**src/rtl/avalon_dmem_pkg.sv**
```systemverilog
// Shared types and helpers for the data-memory Avalon bridge.
// Lane masks and load extension are computed at 64-bit width and trimmed by users.
package avalon_dmem_pkg;

   typedef enum logic [1:0] {
      IDLE,
      CMD,
      WAIT_DATA,
      DONE
   } state_t;

   localparam logic [1:0] SZ_B = 2'd0;
   localparam logic [1:0] SZ_H = 2'd1;
   localparam logic [1:0] SZ_W = 2'd2;
   localparam logic [1:0] SZ_D = 2'd3;

   function automatic logic [7:0] lane_mask(
      input logic [1:0] size,
      input logic [2:0] lo
   );
      logic [7:0] m;
      unique case (size)
         SZ_B:    m = 8'h01 << lo;
         SZ_H:    m = 8'h03 << lo;
         SZ_W:    m = 8'h0F << lo;
         default: m = 8'hFF;
      endcase
      return m;
   endfunction

   function automatic logic [63:0] extend(
      input logic [63:0] data,
      input logic [1:0]  size,
      input logic        uns
   );
      logic [63:0] r;
      unique case (size)
         SZ_B: r = uns ? {56'd0, data[7:0]}
                       : {{56{data[7]}}, data[7:0]};
         SZ_H: r = uns ? {48'd0, data[15:0]}
                       : {{48{data[15]}}, data[15:0]};
         SZ_W: r = uns ? {32'd0, data[31:0]}
                       : {{32{data[31]}}, data[31:0]};
         default: r = data;
      endcase
      return r;
   endfunction

endpackage

```
**src/rtl/avalon_dmem_bridge_if.sv**
```systemverilog
// Avalon-MM master bundle used by the data-memory bridge.
// The bridge drives the command side, the memory drives the response side.
interface avalon_dmem_bridge_if #(
   parameter int ADDR_W = 32,
   parameter int DATA_W = 32
);
   localparam int LANES = DATA_W / 8;

   logic [ADDR_W-1:0] address;
   logic              read;
   logic              write;
   logic [LANES-1:0]  byteenable;
   logic [DATA_W-1:0] writedata;
   logic [DATA_W-1:0] readdata;
   logic              waitrequest;
   logic              readdatavalid;

   modport master (
      output address, read, write,
      output byteenable, writedata,
      input  readdata, waitrequest,
      input  readdatavalid
   );

   modport slave (
      input  address, read, write,
      input  byteenable, writedata,
      output readdata, waitrequest,
      output readdatavalid
   );
endinterface

```
**src/rtl/dmem_lane_align.sv**
```systemverilog
// Byte-lane steering: store byteenable/replication and load extraction.
// Purely combinational; lo is the byte offset within one bus word.
module dmem_lane_align
   import avalon_dmem_pkg::*;
#(
   parameter  int DATA_W = 32,
   localparam int LANES  = DATA_W / 8,
   localparam int LW     = $clog2(LANES)
) (
   input  logic [1:0]        size,
   input  logic [LW-1:0]     lo,
   input  logic              uns,
   input  logic [DATA_W-1:0] wdata,
   input  logic [DATA_W-1:0] rdata,
   output logic [LANES-1:0]  be,
   output logic [DATA_W-1:0] wdata_rep,
   output logic [DATA_W-1:0] rdata_ext
);

   logic [7:0]        mask;
   logic [DATA_W-1:0] shifted;
   logic [63:0]       ext;

   assign mask = lane_mask(size, 3'(lo));
   assign be   = mask[LANES-1:0];

   // Replicate the store operand so every lane carries it.
   always_comb begin
      wdata_rep = wdata;
      unique case (size)
         SZ_B:    wdata_rep = {LANES{wdata[7:0]}};
         SZ_H:    wdata_rep = {(LANES/2){wdata[15:0]}};
         SZ_W:    wdata_rep = {(LANES/4){wdata[31:0]}};
         default: wdata_rep = wdata;
      endcase
   end

   assign shifted   = rdata >> {lo, 3'b000};
   assign ext       = extend(64'(shifted), size, uns);
   assign rdata_ext = ext[DATA_W-1:0];

   if (DATA_W < 64) begin : g_trim
      logic unused_hi;
      assign unused_hi = ^{ext[63:DATA_W], mask[7:LANES]};
   end

endmodule

```
**src/rtl/avalon_dmem_bridge.sv**
```systemverilog
// MEM-stage to Avalon-MM bridge with stall gating, alignment check and timeout.
// Command outputs are registered; enable_out is combinational from state.
module avalon_dmem_bridge
   import avalon_dmem_pkg::*;
#(
   parameter int DATA_W   = 32,
   parameter int ADDR_W   = 32,
   parameter int N_STAGES = 4,
   parameter int TIMEOUT  = 255
) (
   input  logic                clk,
   input  logic                rst_n,
   input  logic                req_rd,
   input  logic                req_wr,
   input  logic [ADDR_W-1:0]   req_addr,
   input  logic [DATA_W-1:0]   req_wdata,
   input  logic [1:0]          req_size,
   input  logic                req_unsigned,
   input  logic [N_STAGES-1:0] enable_in,
   output logic [N_STAGES-1:0] enable_out,
   output logic [DATA_W-1:0]   rdata_out,
   output logic                err,
   avalon_dmem_bridge_if.master avm
);

   localparam int LANES = DATA_W / 8;
   localparam int LW    = $clog2(LANES);
   localparam int CW    = (TIMEOUT > 0) ? $clog2(TIMEOUT + 1) : 1;

   state_t            st, st_n;
   logic [CW-1:0]     cnt, cnt_n;
   logic              is_rd_q, is_rd_n;
   logic [1:0]        size_q, size_n;
   logic [LW-1:0]     lo_q, lo_n;
   logic              uns_q, uns_n;
   logic              rd_n, wr_n, err_n;
   logic [ADDR_W-1:0] adr_n;
   logic [LANES-1:0]  be_n;
   logic [DATA_W-1:0] wd_n, rdat_n;

   logic              req_any, req_bad;
   logic              misal, size_bad, tmo, pass;
   logic [1:0]        al_size;
   logic [LW-1:0]     al_lo;
   logic [LANES-1:0]  al_be;
   logic [DATA_W-1:0] al_wd, al_rd;

   assign req_any  = req_rd | req_wr;
   assign size_bad = (req_size == SZ_D) && (DATA_W != 64);
   assign req_bad  = (req_rd & req_wr) | size_bad | misal;
   assign tmo      = (TIMEOUT != 0) && (cnt == CW'(TIMEOUT));

   // Natural-alignment check on the incoming request.
   always_comb begin
      misal = 1'b0;
      unique case (req_size)
         SZ_B:    misal = 1'b0;
         SZ_H:    misal = req_addr[0];
         SZ_W:    misal = |req_addr[1:0];
         default: misal = |req_addr[2:0];
      endcase
   end

   // Live request steers lanes in IDLE; the latched command does afterwards.
   assign al_size = (st == IDLE) ? req_size : size_q;
   assign al_lo   = (st == IDLE) ? req_addr[LW-1:0] : lo_q;

   dmem_lane_align #(.DATA_W(DATA_W)) u_align (
      .size      (al_size),
      .lo        (al_lo),
      .uns       (uns_q),
      .wdata     (req_wdata),
      .rdata     (avm.readdata),
      .be        (al_be),
      .wdata_rep (al_wd),
      .rdata_ext (al_rd)
   );

   // Pipeline moves only when idle without a request or on completion.
   assign pass = (st == DONE) || ((st == IDLE) && !req_any);
   assign enable_out = pass ? enable_in : '0;

   // Next-state and next-output logic for the access FSM.
   always_comb begin
      st_n    = st;
      cnt_n   = cnt;
      is_rd_n = is_rd_q;
      size_n  = size_q;
      lo_n    = lo_q;
      uns_n   = uns_q;
      rd_n    = avm.read;
      wr_n    = avm.write;
      adr_n   = avm.address;
      be_n    = avm.byteenable;
      wd_n    = avm.writedata;
      rdat_n  = rdata_out;
      err_n   = 1'b0;
      unique case (st)
         IDLE: begin
            if (req_any && req_bad) begin
               st_n   = DONE;
               err_n  = 1'b1;
               rdat_n = '0;
            end else if (req_any) begin
               st_n    = CMD;
               cnt_n   = '0;
               rd_n    = req_rd;
               wr_n    = req_wr;
               adr_n   = {req_addr[ADDR_W-1:LW], {LW{1'b0}}};
               be_n    = al_be;
               wd_n    = al_wd;
               is_rd_n = req_rd;
               size_n  = req_size;
               lo_n    = req_addr[LW-1:0];
               uns_n   = req_unsigned;
            end
         end
         CMD: begin
            cnt_n = cnt + CW'(1);
            if (tmo) begin
               st_n   = DONE;
               err_n  = 1'b1;
               rdat_n = '0;
               rd_n   = 1'b0;
               wr_n   = 1'b0;
            end else if (!avm.waitrequest) begin
               rd_n = 1'b0;
               wr_n = 1'b0;
               if (!is_rd_q) begin
                  st_n = DONE;
               end else if (avm.readdatavalid) begin
                  st_n   = DONE;
                  rdat_n = al_rd;
               end else begin
                  st_n = WAIT_DATA;
               end
            end
         end
         WAIT_DATA: begin
            cnt_n = cnt + CW'(1);
            if (tmo) begin
               st_n   = DONE;
               err_n  = 1'b1;
               rdat_n = '0;
            end else if (avm.readdatavalid) begin
               st_n   = DONE;
               rdat_n = al_rd;
            end
         end
         DONE:    st_n = IDLE;
         default: st_n = IDLE;
      endcase
   end

   // State, command and result registers.
   always_ff @(posedge clk or negedge rst_n) begin
      if (!rst_n) begin
         st             <= IDLE;
         cnt            <= '0;
         is_rd_q        <= 1'b0;
         size_q         <= SZ_B;
         lo_q           <= '0;
         uns_q          <= 1'b0;
         avm.read       <= 1'b0;
         avm.write      <= 1'b0;
         avm.address    <= '0;
         avm.byteenable <= '0;
         avm.writedata  <= '0;
         rdata_out      <= '0;
         err            <= 1'b0;
      end else begin
         st             <= st_n;
         cnt            <= cnt_n;
         is_rd_q        <= is_rd_n;
         size_q         <= size_n;
         lo_q           <= lo_n;
         uns_q          <= uns_n;
         avm.read       <= rd_n;
         avm.write      <= wr_n;
         avm.address    <= adr_n;
         avm.byteenable <= be_n;
         avm.writedata  <= wd_n;
         rdata_out      <= rdat_n;
         err            <= err_n;
      end
   end

endmodule
```
**src/flat_wrapper.sv**
```systemverilog
// flat-port wrapper written by rule: the top's interface ports become plain ports
module avalon_dmem_bridge_flat import avalon_dmem_pkg::*;
#(
   parameter int DATA_W   = 32,
   parameter int ADDR_W   = 32,
   parameter int N_STAGES = 4,
   parameter int TIMEOUT  = 255
)
  (clk, rst_n, req_rd, req_wr, req_addr, req_wdata, req_size, req_unsigned, enable_in, enable_out, rdata_out, err, avm_address, avm_read, avm_write, avm_byteenable, avm_writedata, avm_readdata, avm_waitrequest, avm_readdatavalid);
  avalon_dmem_bridge_if #(.ADDR_W(ADDR_W), .DATA_W(DATA_W)) avm_i ();
  input  logic clk;
  input  logic rst_n;
  input  logic req_rd;
  input  logic req_wr;
  input  logic [ADDR_W-1:0] req_addr;
  input  logic [DATA_W-1:0] req_wdata;
  input  logic [1:0] req_size;
  input  logic req_unsigned;
  input  logic [N_STAGES-1:0] enable_in;
  output logic [N_STAGES-1:0] enable_out;
  output logic [DATA_W-1:0] rdata_out;
  output logic err;
  output wire logic [$bits(avm_i.address)-1:0] avm_address;
  output wire logic [$bits(avm_i.read)-1:0] avm_read;
  output wire logic [$bits(avm_i.write)-1:0] avm_write;
  output wire logic [$bits(avm_i.byteenable)-1:0] avm_byteenable;
  output wire logic [$bits(avm_i.writedata)-1:0] avm_writedata;
  input wire logic [$bits(avm_i.readdata)-1:0] avm_readdata;
  input wire logic [$bits(avm_i.waitrequest)-1:0] avm_waitrequest;
  input wire logic [$bits(avm_i.readdatavalid)-1:0] avm_readdatavalid;
  assign avm_address = avm_i.address;
  assign avm_read = avm_i.read;
  assign avm_write = avm_i.write;
  assign avm_byteenable = avm_i.byteenable;
  assign avm_writedata = avm_i.writedata;
  assign avm_i.readdata = avm_readdata;
  assign avm_i.waitrequest = avm_waitrequest;
  assign avm_i.readdatavalid = avm_readdatavalid;
  avalon_dmem_bridge #(.DATA_W(DATA_W), .ADDR_W(ADDR_W), .N_STAGES(N_STAGES), .TIMEOUT(TIMEOUT)) u_core (.clk(clk), .rst_n(rst_n), .req_rd(req_rd), .req_wr(req_wr), .req_addr(req_addr), .req_wdata(req_wdata), .req_size(req_size), .req_unsigned(req_unsigned), .enable_in(enable_in), .enable_out(enable_out), .rdata_out(rdata_out), .err(err), .avm(avm_i));
endmodule
```
**config.mk**
```make
export PLATFORM = sky130hd
export DESIGN_NAME = avalon_dmem_bridge_flat
export DESIGN_NICKNAME = d
export VERILOG_FILES = /design/src/rtl/avalon_dmem_pkg.sv /design/src/rtl/avalon_dmem_bridge_if.sv /design/src/rtl/dmem_lane_align.sv /design/src/rtl/avalon_dmem_bridge.sv /design/src/flat_wrapper.sv
export SDC_FILE = /design/constraint.sdc
export NUM_CORES = 1
export LEC_CHECK = 0
export ABC_CLOCK_PERIOD_IN_PS = 3700
export BUFFER_PORTS_ARGS = -buffer_cell sky130_fd_sc_hd__buf_2
export CAP_MARGIN = 30
export CELL_PAD_IN_SITES_DETAIL_PLACEMENT = 2
export CELL_PAD_IN_SITES_GLOBAL_PLACEMENT = 2
export CORE_ASPECT_RATIO = 1.5
export CORE_MARGIN = 2
export CORE_UTILIZATION = 30
export CTS_CLUSTER_DIAMETER = 40
export DETAILED_ROUTE_END_ITERATION = 12
export PLACE_DENSITY_LB_ADDON = 0.05
export REMOVE_ABC_BUFFERS = 1
export SYNTH_ARGS = -nofsm -noshare
export SYNTH_HDL_FRONTEND = slang
export SYNTH_SLANG_ARGS = --single-unit
```
**constraint.sdc**
```tcl
create_clock -name clk -period 3.7 [get_ports clk]
set_input_delay 0 -clock clk [delete_from_list [all_inputs] [get_ports clk]]
set_output_delay 0 -clock clk [all_outputs]
set_load 0.01 [all_outputs]
```
==> reports/summary.txt <==
status - completed
Vert. Die Dim - 174 µm
Synth top area share - 50.5%
net switching power - 3090 µW
crit share post-route - 83.4%
# nets final - 973
Distinct cells, synth - 52
H-tree depth - 4
area of the placeable core - 19100 µm²
die footprint - 20500 µm²
# IOs - 216
total count of hold-check failures in the final report - 0
number of max-capacitance violations reported - 0
overall routing resource usage - 23.5%
CTS buffer count - 17
post-layout total power - 7540 µW
number of max-slew violations in the final report - 0
mean instance size in the synthesized netlist - 10.6 µm²
element type at the critical path start - register
Synth async-reset ratio - 100%
average wire length per cell after detail routing - 20.9 µm
CP Class - reg -> reg
Placement Rows - 62
drt drc - 0
largest cells by area after synthesis - dfrtp_1, mux2_2, nand2_1
die outline width - 117 µm
initial antenna violation count - 0
via density per instance - 5.05
detailed placer's ending HPWL - 14.8 mm
unrepaired setup endpoints after global routing - false
Port Buffer Count - 213
number of warnings issued by yosys - 0
power density of the placed cells - 866 nW/µm²
P&R area growth vs syn - 50.4%
logic gate share of total power - 49.0%
Initial DRC Count - 182
worst voltage drop across the vdd grid - 0.388 mV
clock tree from TritonCTS - yes
share of total power in the clock network - 22.4%
Data required, critical path - 3960 ps
Initial Util - 30.4%
peak fanout along the critical path - 16
timing-limited maximum frequency - 0.324 GHz
Max Buffers Root-to-Sink - 2
worst setup skew after layout - 8.10 ps
via count of the first global-routing pass - 6415
arrival time at the worst endpoint - 3350 ps
final antenna diode count - 0
final worst setup slack - 615 ps
clock period minus final worst setup slack - 3080 ps
CTS sink count - 117
TritonRoute pass-1 iters - 4
Sw Share - 41.0%
global-route wire length before repair - 37.3 mm
Leakage Power - 0.00425 µW
ys flop type - dfrtp_1
gp weighted congestion - 0.758
Setup Viol. Count Final - 0
total routed wirelength - 23.4 mm
flip-flop and latch count after synthesis - 117
Max transition margin - 54.3%
clk slew on worst S/H paths - 60 ps
share of final-layout standard cells stronger than drive strength 1 - 36.6%
Final ANT Viol Nets - 0
transition time at the pin with the least slew margin - 686 ps
latest clock arrival within the worst-skew pair - 420 ps
number of flops mapped to enable cells by yosys - 0
Hold Crit Class - in -> reg
endpoint class of the critical path - register
global route total overflow - 0
Hold WS - 34.1 ps
sequential element share of the synthesized area - 50.5%
via count - 5651
combined area of all synthesized cells - 5790 µm²
proportion of power drawn by flip-flops and latches - 28.6%
placement-stage worst setup slack - 576 ps
post-synthesis cell type with the largest combined area - dfrtp_1
sum of negative setup slack - 0 ps
CTS root buffer - clkbuf_16
synthesized instance count - 549
largest net degree at the start of global routing - 78
internal power - 4450 µW
-- critical path, cell delays in order (launching register included) --
cell	delay, ps
dfrtp_1	430
inv_1	130
ha_1	280
mux2_2	390
ha_1	420
o211a_1	410
o2bb2ai_2	180
o211ai_4	490
o211ai_1	180
-- stage by stage --
stage	std cells	util (%)	cell area (µm²)
3_3_place_gp	989	37.0	7070
2_1_floorplan	511	-	5590
4_1_cts	1120	45.7	8720
3_5_place_dp	991	37.3	7120
5_1_grt	1120	45.7	8720
6_report	1120	45.7	8720
-- final timing paths --
path	startpoint	end	slack, ps	depth (start not counted)
min in group asynchronous	rst_n	u_core.avm.address[25]$_DFFE_PN0P_	140	3
min	avm_readdata[23]	u_core.rdata_out[23]$_DFFE_PN0P_	30	3
min reg2reg	u_core.avm.writedata[12]$_DFFE_PN0P_	u_core.avm.writedata[12]$_DFFE_PN0P_	480	2
max reg2reg	u_core.st[1]$_DFFE_PN0P_	u_core.rdata_out[22]$_DFFE_PN0P_	620	8
max	u_core.st[1]$_DFFE_PN0P_	u_core.rdata_out[22]$_DFFE_PN0P_	620	8
max in group asynchronous	rst_n	u_core.avm.address[24]$_DFFE_PN0P_	2760	3
-- power by group through the flow --
stage	Combinational [µW]	Sequential, µW	Clock (µW)
floorplan	1920	2320	0
global route	4070	2230	1780
finish	3700	2160	1690
global placement	3360	2110	0
CTS	3670	2140	1720
detailed placement	3500	2150	0
-- cell families (layout without fill, tap and decap cells) --
group / after synthesis / count (layout) / synth area share [%]
AO/OA/AOI/OAI: 138 / 138 / 16.8
flip-flops: 117 / 117 / 50.5
buffers and inverters: 46 / 360 / 4.04
adder cells (fa/ha/maj): 10 / 10 / 2.16
other: 1 / 2 / 0.0647
XOR/XNOR: 1 / 1 / 0.151
AND/OR/NAND/NOR: 174 / 174 / 13.6
multiplexers: 62 / 62 / 12.6
-- per-layer routing --
| layer | vias to the layer above | global-route usage [%] | part of all wire (%) |
|---|---|---|---|
| li1 | 2587 | - | - |
| met1 | 2854 | 26.1 | 39 |
| met2 | 175 | 43.9 | 54 |
| met3 | 35 | 4.56 | 4.1 |
| met4 | 0 | 9.04 | 2.5 |
| met5 | - | 0 | 0 |
-- sequential cells by signal (all words and copies together), names as in the netlist, 2 cells and up --
register and count:
u_core.avm.byteenable 4, u_core.rdata_out 32, u_core.st 2, u_core.avm.address 30
u_core.lo_q 2, u_core.cnt 8, u_core.avm.writedata 32, u_core.size_q 2
-- layout make-up --
class / count / area (µm²)
Inverter: 7 / 26.3
Fill cell: 2061 / 10400
Clock inverter: 3 / 65.1
Multi-Input combinational cell: 387 / 2660
Sequential cell: 117 / 2930
Tap cell: 256 / 320
Timing Repair Buffer: 324 / 2190
Clock buffer: 26 / 529
-- Yosys cell counts (2+ instances only) --
cell type / n
or2_2: 2
mux2i_1: 10
nor2_1: 12
a21oi_1: 24
a22o_1: 10
clkbuf_1: 17
a22oi_1: 2
buf_2: 13
dfrtp_1: 117
nand4_1: 9
ha_1: 10
or3_1: 3
buf_4: 4
or4b_2: 2
mux2i_4: 3
buf_6: 4
nand2b_1: 2
nor2b_1: 6
o221ai_1: 4
nand3_1: 23
o211ai_1: 8
and3_1: 8
a221o_1: 15
inv_1: 7
mux2_4: 2
nand2_1: 101
a21o_1: 2
o21ai_0: 51
nand3b_1: 3
mux2_2: 46
a32o_1: 8
-- cell usage in the layout, fill, tap and decap left out, types with 3 or more instances in the layout --
cell	Yosys	layout
dfrtp_1	117	117
a21oi_1	24	24
mux2i_4	3	4
mux2_2	46	46
clkbuf_16	0	17
nor2b_1	6	6
and3_1	8	8
nand2_1	101	101
buf_4	4	10
nand3b_1	3	3
a32o_1	8	8
clkbuf_8	0	7
ha_1	10	10
o21ai_0	51	51
nor2_1	12	12
o211ai_1	8	8
a22o_1	10	10
mux2i_1	10	10
inv_1	7	7
buf_2	13	212
dlygate4sd3_1	0	100
a221o_1	15	15
o221ai_1	4	3
nand3_1	23	23
nand4_1	9	9
-- repair_timing --
action,4_1_cts,5_1_grt
gates resized for setup,0,0
hold buffers,100,0
hold endpoints to repair,164,0
buffers inserted,0,0
Power figures use the tool's default switching activity.
